<file path="config.mk">
export PLATFORM = sky130hd
export DESIGN_NAME = muldiv_unit
export DESIGN_NICKNAME = d
export VERILOG_FILES = /design/src/rtl/muldiv_unit.sv
export SDC_FILE = /design/constraint.sdc
export NUM_CORES = 2
export LEC_CHECK = 0
export CAP_MARGIN = 20
export CORE_UTILIZATION = 30
export DETAILED_ROUTE_END_ITERATION = 10
export SYNTH_ARGS = -nofsm -noshare
export SYNTH_HDL_FRONTEND = slang
export SYNTH_SLANG_ARGS = --single-unit
</file>
<file path="constraint.sdc">
create_clock -name clk -period 12.3 [get_ports clk]
set_input_delay 3.69 -clock clk [delete_from_list [all_inputs] [get_ports clk]]
set_output_delay 3.69 -clock clk [all_outputs]
set_load 0.05 [all_outputs]
</file>
<file path="src/rtl/muldiv_unit.sv">
// Multi-cycle multiply/divide unit with architectural HI/LO registers.
// Optional MADD/MADDU accumulate is enabled by defining MULDIV_MADD_EN.
module muldiv_unit #(
  parameter int unsigned W       = 32,
  parameter int unsigned MUL_LAT = 4
) (
  input  logic         clk,
  input  logic         rst,
  input  logic         start,
  input  logic [2:0]   op,
  input  logic [W-1:0] a,
  input  logic [W-1:0] b,
  output logic         busy,
  output logic         done,
  output logic [W-1:0] hi,
  output logic [W-1:0] lo,
  output logic         dz
);

  localparam int unsigned CMAX = (W > MUL_LAT) ? W : MUL_LAT;
  localparam int unsigned CW   = $clog2(CMAX + 1);

  typedef enum logic [1:0] {S_IDLE, S_MUL, S_DIV, S_FIX} state_t;
  typedef enum logic [2:0] {
    OP_MULT, OP_MULTU, OP_DIV, OP_DIVU, OP_MTHI, OP_MTLO, OP_MADD, OP_MADDU
  } op_t;

  state_t          state_q, state_d;
  logic [CW-1:0]   cnt_q, cnt_d;
  logic [W-1:0]    a_q, a_d;
  logic [W-1:0]    b_q, b_d;
  logic [W-1:0]    rem_q, rem_d;
  logic [W-1:0]    hi_q, hi_d;
  logic [W-1:0]    lo_q, lo_d;
  logic            done_q, done_d;
  logic            dz_q, dz_d;
  logic            sgn_q, sgn_d;
  logic            negq_q, negq_d;
  logic            negr_q, negr_d;
  logic            divz_q, divz_d;
`ifdef MULDIV_MADD_EN
  logic            acc_q, acc_d;
`endif

  op_t             op_in;
  logic [2*W-1:0]  ext_a, ext_b, prod, mul_res;
  logic [W:0]      trial;
  logic            ge;
  logic [W-1:0]    rem_next;
  logic [W-1:0]    a_mag, b_mag;

  assign op_in = op_t'(op);

  // Sign- or zero-extension to 2W makes the truncated product correct for both.
  assign ext_a = sgn_q ? {{W{a_q[W-1]}}, a_q} : {{W{1'b0}}, a_q};
  assign ext_b = sgn_q ? {{W{b_q[W-1]}}, b_q} : {{W{1'b0}}, b_q};
  assign prod  = ext_a * ext_b;

`ifdef MULDIV_MADD_EN
  assign mul_res = acc_q ? (prod + {hi_q, lo_q}) : prod;
`else
  assign mul_res = prod;
`endif

  // Restoring step: a_q shifts out dividend bits and collects quotient bits.
  assign trial    = {rem_q, a_q[W-1]};
  assign ge       = (trial >= {1'b0, b_q});
  assign rem_next = ge ? (trial[W-1:0] - b_q) : trial[W-1:0];

  assign a_mag = (op_in == OP_DIV && a[W-1]) ? -a : a;
  assign b_mag = (op_in == OP_DIV && b[W-1]) ? -b : b;

  always_comb begin
    state_d = state_q;
    cnt_d   = cnt_q;
    a_d     = a_q;
    b_d     = b_q;
    rem_d   = rem_q;
    hi_d    = hi_q;
    lo_d    = lo_q;
    done_d  = 1'b0;
    dz_d    = dz_q;
    sgn_d   = sgn_q;
    negq_d  = negq_q;
    negr_d  = negr_q;
    divz_d  = divz_q;
`ifdef MULDIV_MADD_EN
    acc_d   = acc_q;
`endif
    case (state_q)
      S_IDLE: begin
        if (start) begin
          dz_d = 1'b0;
          case (op_in)
            OP_MULT, OP_MULTU: begin
              sgn_d   = (op_in == OP_MULT);
              a_d     = a;
              b_d     = b;
              cnt_d   = CW'(MUL_LAT - 1);
              state_d = S_MUL;
`ifdef MULDIV_MADD_EN
              acc_d   = 1'b0;
`endif
            end
            OP_MADD, OP_MADDU: begin
`ifdef MULDIV_MADD_EN
              sgn_d   = (op_in == OP_MADD);
              a_d     = a;
              b_d     = b;
              cnt_d   = CW'(MUL_LAT - 1);
              state_d = S_MUL;
              acc_d   = 1'b1;
`else
              done_d  = 1'b1;
`endif
            end
            OP_DIV, OP_DIVU: begin
              if (b == '0) begin
                divz_d  = 1'b1;
                state_d = S_FIX;
              end else begin
                divz_d  = 1'b0;
                a_d     = a_mag;
                b_d     = b_mag;
                rem_d   = '0;
                negq_d  = (op_in == OP_DIV) && (a[W-1] ^ b[W-1]);
                negr_d  = (op_in == OP_DIV) && a[W-1];
                cnt_d   = CW'(W - 1);
                state_d = S_DIV;
              end
            end
            OP_MTHI: begin
              hi_d   = a;
              done_d = 1'b1;
            end
            OP_MTLO: begin
              lo_d   = a;
              done_d = 1'b1;
            end
            default: done_d = 1'b1;
          endcase
        end
      end
      S_MUL: begin
        if (cnt_q == '0) begin
          {hi_d, lo_d} = mul_res;
          done_d       = 1'b1;
          state_d      = S_IDLE;
        end else begin
          cnt_d = cnt_q - 1'b1;
        end
      end
      S_DIV: begin
        a_d   = {a_q[W-2:0], ge};
        rem_d = rem_next;
        if (cnt_q == '0) state_d = S_FIX;
        else             cnt_d   = cnt_q - 1'b1;
      end
      S_FIX: begin
        if (divz_q) begin
          hi_d = '1;
          lo_d = '1;
          dz_d = 1'b1;
        end else begin
          lo_d = negq_q ? -a_q : a_q;
          hi_d = negr_q ? -rem_q : rem_q;
        end
        done_d  = 1'b1;
        state_d = S_IDLE;
      end
      default: state_d = S_IDLE;
    endcase
  end

  always_ff @(posedge clk) begin
    if (rst) begin
      state_q <= S_IDLE;
      cnt_q   <= '0;
      a_q     <= '0;
      b_q     <= '0;
      rem_q   <= '0;
      hi_q    <= '0;
      lo_q    <= '0;
      done_q  <= 1'b0;
      dz_q    <= 1'b0;
      sgn_q   <= 1'b0;
      negq_q  <= 1'b0;
      negr_q  <= 1'b0;
      divz_q  <= 1'b0;
`ifdef MULDIV_MADD_EN
      acc_q   <= 1'b0;
`endif
    end else begin
      state_q <= state_d;
      cnt_q   <= cnt_d;
      a_q     <= a_d;
      b_q     <= b_d;
      rem_q   <= rem_d;
      hi_q    <= hi_d;
      lo_q    <= lo_d;
      done_q  <= done_d;
      dz_q    <= dz_d;
      sgn_q   <= sgn_d;
      negq_q  <= negq_d;
      negr_q  <= negr_d;
      divz_q  <= divz_d;
`ifdef MULDIV_MADD_EN
      acc_q   <= acc_d;
`endif
    end
  end

  assign busy = (state_q != S_IDLE);
  assign done = done_q;
  assign hi   = hi_q;
  assign lo   = lo_q;
  assign dz   = dz_q;

endmodule

</file>
==> reports/metrics.sh <==
RESULT_OF_THE_RUN='completed'
ANTENNA_FOUND_INITIAL=6
DR_PASS1_ITERATIONS=6
SYNTH_CELL_TYPES=81
GRT_SETUP_UNREPAIRED='false'
CRIT_TYPE='reg -> reg'
POST_SYNTH.CELL_AREA_AVG_UM2=8.80
WORST_SETUP_HOLD_PATH_CLK_SLEW_PS=80
POST_CTS.REPAIR.SETUP_BUFFERS=0
REPORT.FINAL.HOLD_VIOL_COUNT=0
FIRST_GLOBAL_VIAS=49500
CRITICAL_PATH.MOST_COMMON_CELL='sky130_fd_sc_hd__fa_1'
INSERTION_DELAY_PS=520
LAYOUT.CORE_UTILIZATION_PCT=32.7
DRT.ANTENNA.VIOLATING_NETS=0
FINAL_MIN_PERIOD_OVER_CLOCK_PERIOD_PCT=85.5
FIRST_ITER_VIOLATIONS=3949
GLOBAL_ROUTE_USAGE_OVER_ALL_LAYERS_PCT=21.2
DRV_CAP=0
PART_OF_THE_YOSYS_AREA_USED_FOR_SEQUENTIAL_ELEMENTS_PCT=5.83
NUM-NETS-FINAL=8526
DIE_WIDTH_UM=448
IO-PIN-COUNT=137
AVGROUTEDWIREPERCELL_UM=22.2
CTSROOTBUFFERMASTER='sky130_fd_sc_hd__clkbuf_16'
CP_MAX_FO=24
CRITPATHCAPTURETYPE='flip-flop'
SYNTH.NET_COUNT=8630
GP_CONGESTION=0.958
FINAL-SETUP-VIOL-COUNT=0
GRT_START_MAX_NET_PINS=80
COUNT_OF_MAPPED_CELLS_OUT_OF_SYNTHESIS=6789
MAX_CLOCK_FREQ_MHz=95.1
LIBRARY_CELL_CONTRIBUTING_THE_LARGEST_SINGLE_DELAY_ON_THE_CRITICAL_PATH='sky130_fd_sc_hd__fa_1'
PWR_DENSITY_CELL_nW_PER_UM2=101
POSTSYNTHREGISTERBITS=174
HOLDBUFCOUNTCTS=0
DRIVE_GT1_SHARE_PCT=3.00
CRIT-REG2REG-LAUNCH='a_q[31]'
CTS_MAX_LEVEL=4
PORT_BUFFERS=136
FILLER_CELL_COUNT=20500
CP-STARTPOINT='a_q[31]'
TIMING.CRITICAL_PATH.ARRIVAL_PS=10890
FINAL_NUMBER_OF_MAX_TRANSITION_VIOLATIONS=0
TRITONCTS='built'
YOSYS_WARNINGS=0
CTS.PATH.MAX_BUFFERS=2
FLOORPLAN.CORE_AREA_UM2=198000
SYNTHARSTFLOPSHARE_PCT=0
DRC=0
DOMINANTREGCELLSYNTH='sky130_fd_sc_hd__dfxtp_1'
CTS_SINKS=174
CP_DATA_REQUIRED_TIME_PS=12670
CRITICAL-PATH-MAX-STAGE-DELAY_PS=940
SYNTHESIS.AREA_UM2=59700
TIMING.CRITICAL_PATH.FROM_TYPE='flip-flop'
MIN-DELAY-PATH-CLASS='reg -> reg'
FINCLKSKEW_PS=20.8
SETUP-TNS-FINAL_PS=0
FINALCRITICALPERIOD_PS=10520
GRT-OVFL-TOTAL=0
WORST_SLEW_PIN_SLEW_PS=1250
FP.DIEH_UM=448
VIASPERCELL=4.96
POSTCTSRESIZEDCELLS=0
ROWS=163
ROUTED_WL_UM=207000
VIAS=46300
SYNTH_ENABLE_FLOP_CELLS=0
GRT_PASS1_WL_UM=317000
AREA.GROWTH.SYNTH_TO_FINAL_PCT=8.06
MAX-SLEW-MARGIN-REL_PCT=16.6
MIN-DELAY-START='a_q[22]'
LEAKAGE_POWER_FIGURE_uW=0.0313
FLOORPLAN.INITIALDENSITY_PCT=30.2
IRDROPWORSTVDD_mV=0.131
DETAILEDPLACEMENTHPWL_UM=173000
FLOORPLAN.DIE_AREA_UM2=201000
CTS_INSERTED_BUFFERS=17
-- area by class of cell --
| cell class | instances | area [um^2] | share of cell area (%) |
|---|---|---|---|
| inverters | 1597 | 5990 | 9.29 |
| repair buffers | 247 | 2260 | 3.50 |
| well taps | 2640 | 3300 | 5.12 |
| clock inverters | 13 | 176 | 0.273 |
| flip-flops and latches | 174 | 3510 | 5.44 |
| diodes | 1 | 2.50 | 0.00388 |
| multi-input cells | 4648 | 48900 | 75.7 |
| clock buffers | 18 | 429 | 0.665 |
-- metrics by stage --
| stage | power, uW | worst slack, ps | hold slack [ps] | std cells | area [um^2] |
|---|---|---|---|---|---|
| 2_1_floorplan | 3980 | 3100 | 475 | 6789 | 59700 |
| 3_3_place_gp | 5760 | 1860 | 442 | 9303 | 63900 |
| 3_5_place_dp | 5770 | 1830 | 454 | 9304 | 63900 |
| 4_1_cts | 6460 | 1790 | 463 | 9335 | 64500 |
| 5_1_grt | 7000 | 1300 | 489 | 9337 | 64600 |
| 6_report | 6510 | 1780 | 465 | 9338 | 64600 |
-- metal layers --
layer	vias up	global-route usage [%]	share of wire, %
met1	23900	28.1	41
met3	346	3.94	8.3
met5	-	0	0
met4	0	8.66	4.7
li1	20000	-	-
met2	2039	33.9	46
-- registers in the layout (all words and copies together), names as in the netlist --
signal,cells
negr_q,1
done,1
state_q,2
rem_q,32
hi,32
cnt_q,6
divz_q,1
negq_q,1
lo,32
a_q,32
dz,1
sgn_q,1
b_q,32
-- report_power, final --
| group | switching (uW) | total (uW) | internal [uW] |
|---|---|---|---|
| combinational | 3270 | 4860 | 1600 |
| sequential | 331 | 1020 | 686 |
| clock | 305 | 630 | 324 |
| total | 3910 | 6510 | 2610 |
-- Yosys cell counts, drive strengths merged, types with 6 or more instances --
master | count | area share (%)
or3 | 12 | 0.13
o21a | 13 | 0.16
a22oi | 8 | 0.10
and3 | 30 | 0.31
a221o | 11 | 0.18
xnor2 | 190 | 2.8
nand4 | 20 | 0.21
dfxtp | 174 | 5.8
mux2i | 10 | 0.17
nand3b | 6 | 0.096
nand2b | 15 | 0.16
inv | 1597 | 10
nor4 | 21 | 0.26
a311oi | 26 | 0.38
a21oi | 242 | 2.0
nor2b | 15 | 0.16
or2 | 7 | 0.078
o2111ai | 7 | 0.10
o21bai | 18 | 0.23
nand3 | 41 | 0.34
a41oi | 8 | 0.12
a221oi | 15 | 0.23
clkbuf | 329 | 2.1
xor2 | 69 | 1.0
a21boi | 8 | 0.10
nand2 | 776 | 4.9
buf | 41 | 0.31
nor3 | 58 | 0.50
or4 | 11 | 0.14
a21o | 50 | 0.63
a211oi | 52 | 0.66
o31ai | 27 | 0.34
and2 | 518 | 5.4
ha | 351 | 7.4
a31oi | 18 | 0.19
o211ai | 11 | 0.14
nor2 | 308 | 1.9
o21ai | 189 | 1.6
o41ai | 15 | 0.23
fa | 1420 | 48
-- path summary, 6_finish.rpt --
| path | endpoint | slack, ps | depth (start not counted) |
|---|---|---|---|
| worst min register to register | a_q[22] | 460 | 2 |
| worst max register to register | hi[24] | 1780 | 30 |
| worst max-delay path | hi[24] | 1780 | 30 |
| worst min-delay path | a_q[22] | 460 | 2 |
-- cells by family (layout without fill, tap and decap cells) --
| family | Yosys count | in the layout | share of synthesized area (%) |
|---|---|---|---|
| buffers and inverters | 1967 | 1875 | 12.4 |
| and+or+nand+nor | 1845 | 1845 | 14.7 |
| adders and majority gates | 1773 | 1773 | 55.0 |
| AOI/OAI and AO/OA | 760 | 760 | 8.06 |
| xor gates and xnor gates | 259 | 259 | 3.80 |
| DFF | 174 | 174 | 5.83 |
| muxes | 11 | 11 | 0.186 |
| other | 0 | 1 | 0 |
-- placed cells by master (no fill, tap or decap), types with 10 or more instances in the layout --
master / n
sky130_fd_sc_hd__a211oi_1: 51
sky130_fd_sc_hd__a21o_1: 50
sky130_fd_sc_hd__a21oi_1: 242
sky130_fd_sc_hd__a221o_1: 11
sky130_fd_sc_hd__a221oi_1: 14
sky130_fd_sc_hd__a311oi_1: 26
sky130_fd_sc_hd__a31oi_1: 18
sky130_fd_sc_hd__and2_1: 515
sky130_fd_sc_hd__and3_1: 30
sky130_fd_sc_hd__buf_4: 106
sky130_fd_sc_hd__clkbuf_16: 17
sky130_fd_sc_hd__clkdlybuf4s50_1: 135
sky130_fd_sc_hd__dfxtp_1: 152
sky130_fd_sc_hd__dfxtp_2: 22
sky130_fd_sc_hd__fa_1: 1420
sky130_fd_sc_hd__ha_1: 348
sky130_fd_sc_hd__inv_1: 1597
sky130_fd_sc_hd__mux2i_1: 10
sky130_fd_sc_hd__nand2_1: 775
sky130_fd_sc_hd__nand2b_1: 15
sky130_fd_sc_hd__nand3_1: 41
sky130_fd_sc_hd__nand4_1: 20
sky130_fd_sc_hd__nor2_1: 304
sky130_fd_sc_hd__nor2b_1: 15
sky130_fd_sc_hd__nor3_1: 56
sky130_fd_sc_hd__nor4_1: 19
sky130_fd_sc_hd__o211ai_1: 11
sky130_fd_sc_hd__o21a_1: 13
sky130_fd_sc_hd__o21ai_0: 184
sky130_fd_sc_hd__o21bai_1: 18
sky130_fd_sc_hd__o31ai_1: 27
sky130_fd_sc_hd__o41ai_1: 14
sky130_fd_sc_hd__or3_1: 11
sky130_fd_sc_hd__or4_1: 11
sky130_fd_sc_hd__xnor2_1: 190
sky130_fd_sc_hd__xor2_1: 69
-- worst max-delay path: cells and delay by family, from the launching register on --
| family | cells | cell delay (ps) |
|---|---|---|
| adders and majority gates | 11 | 6080 |
| xor gates and xnor gates | 1 | 170 |
| and+or+nand+nor | 7 | 1210 |
| AOI/OAI and AO/OA | 4 | 1260 |
| buffers and inverters | 7 | 1240 |
| DFF | 1 | 390 |
Note: power is estimated with default switching activity, not from simulation.
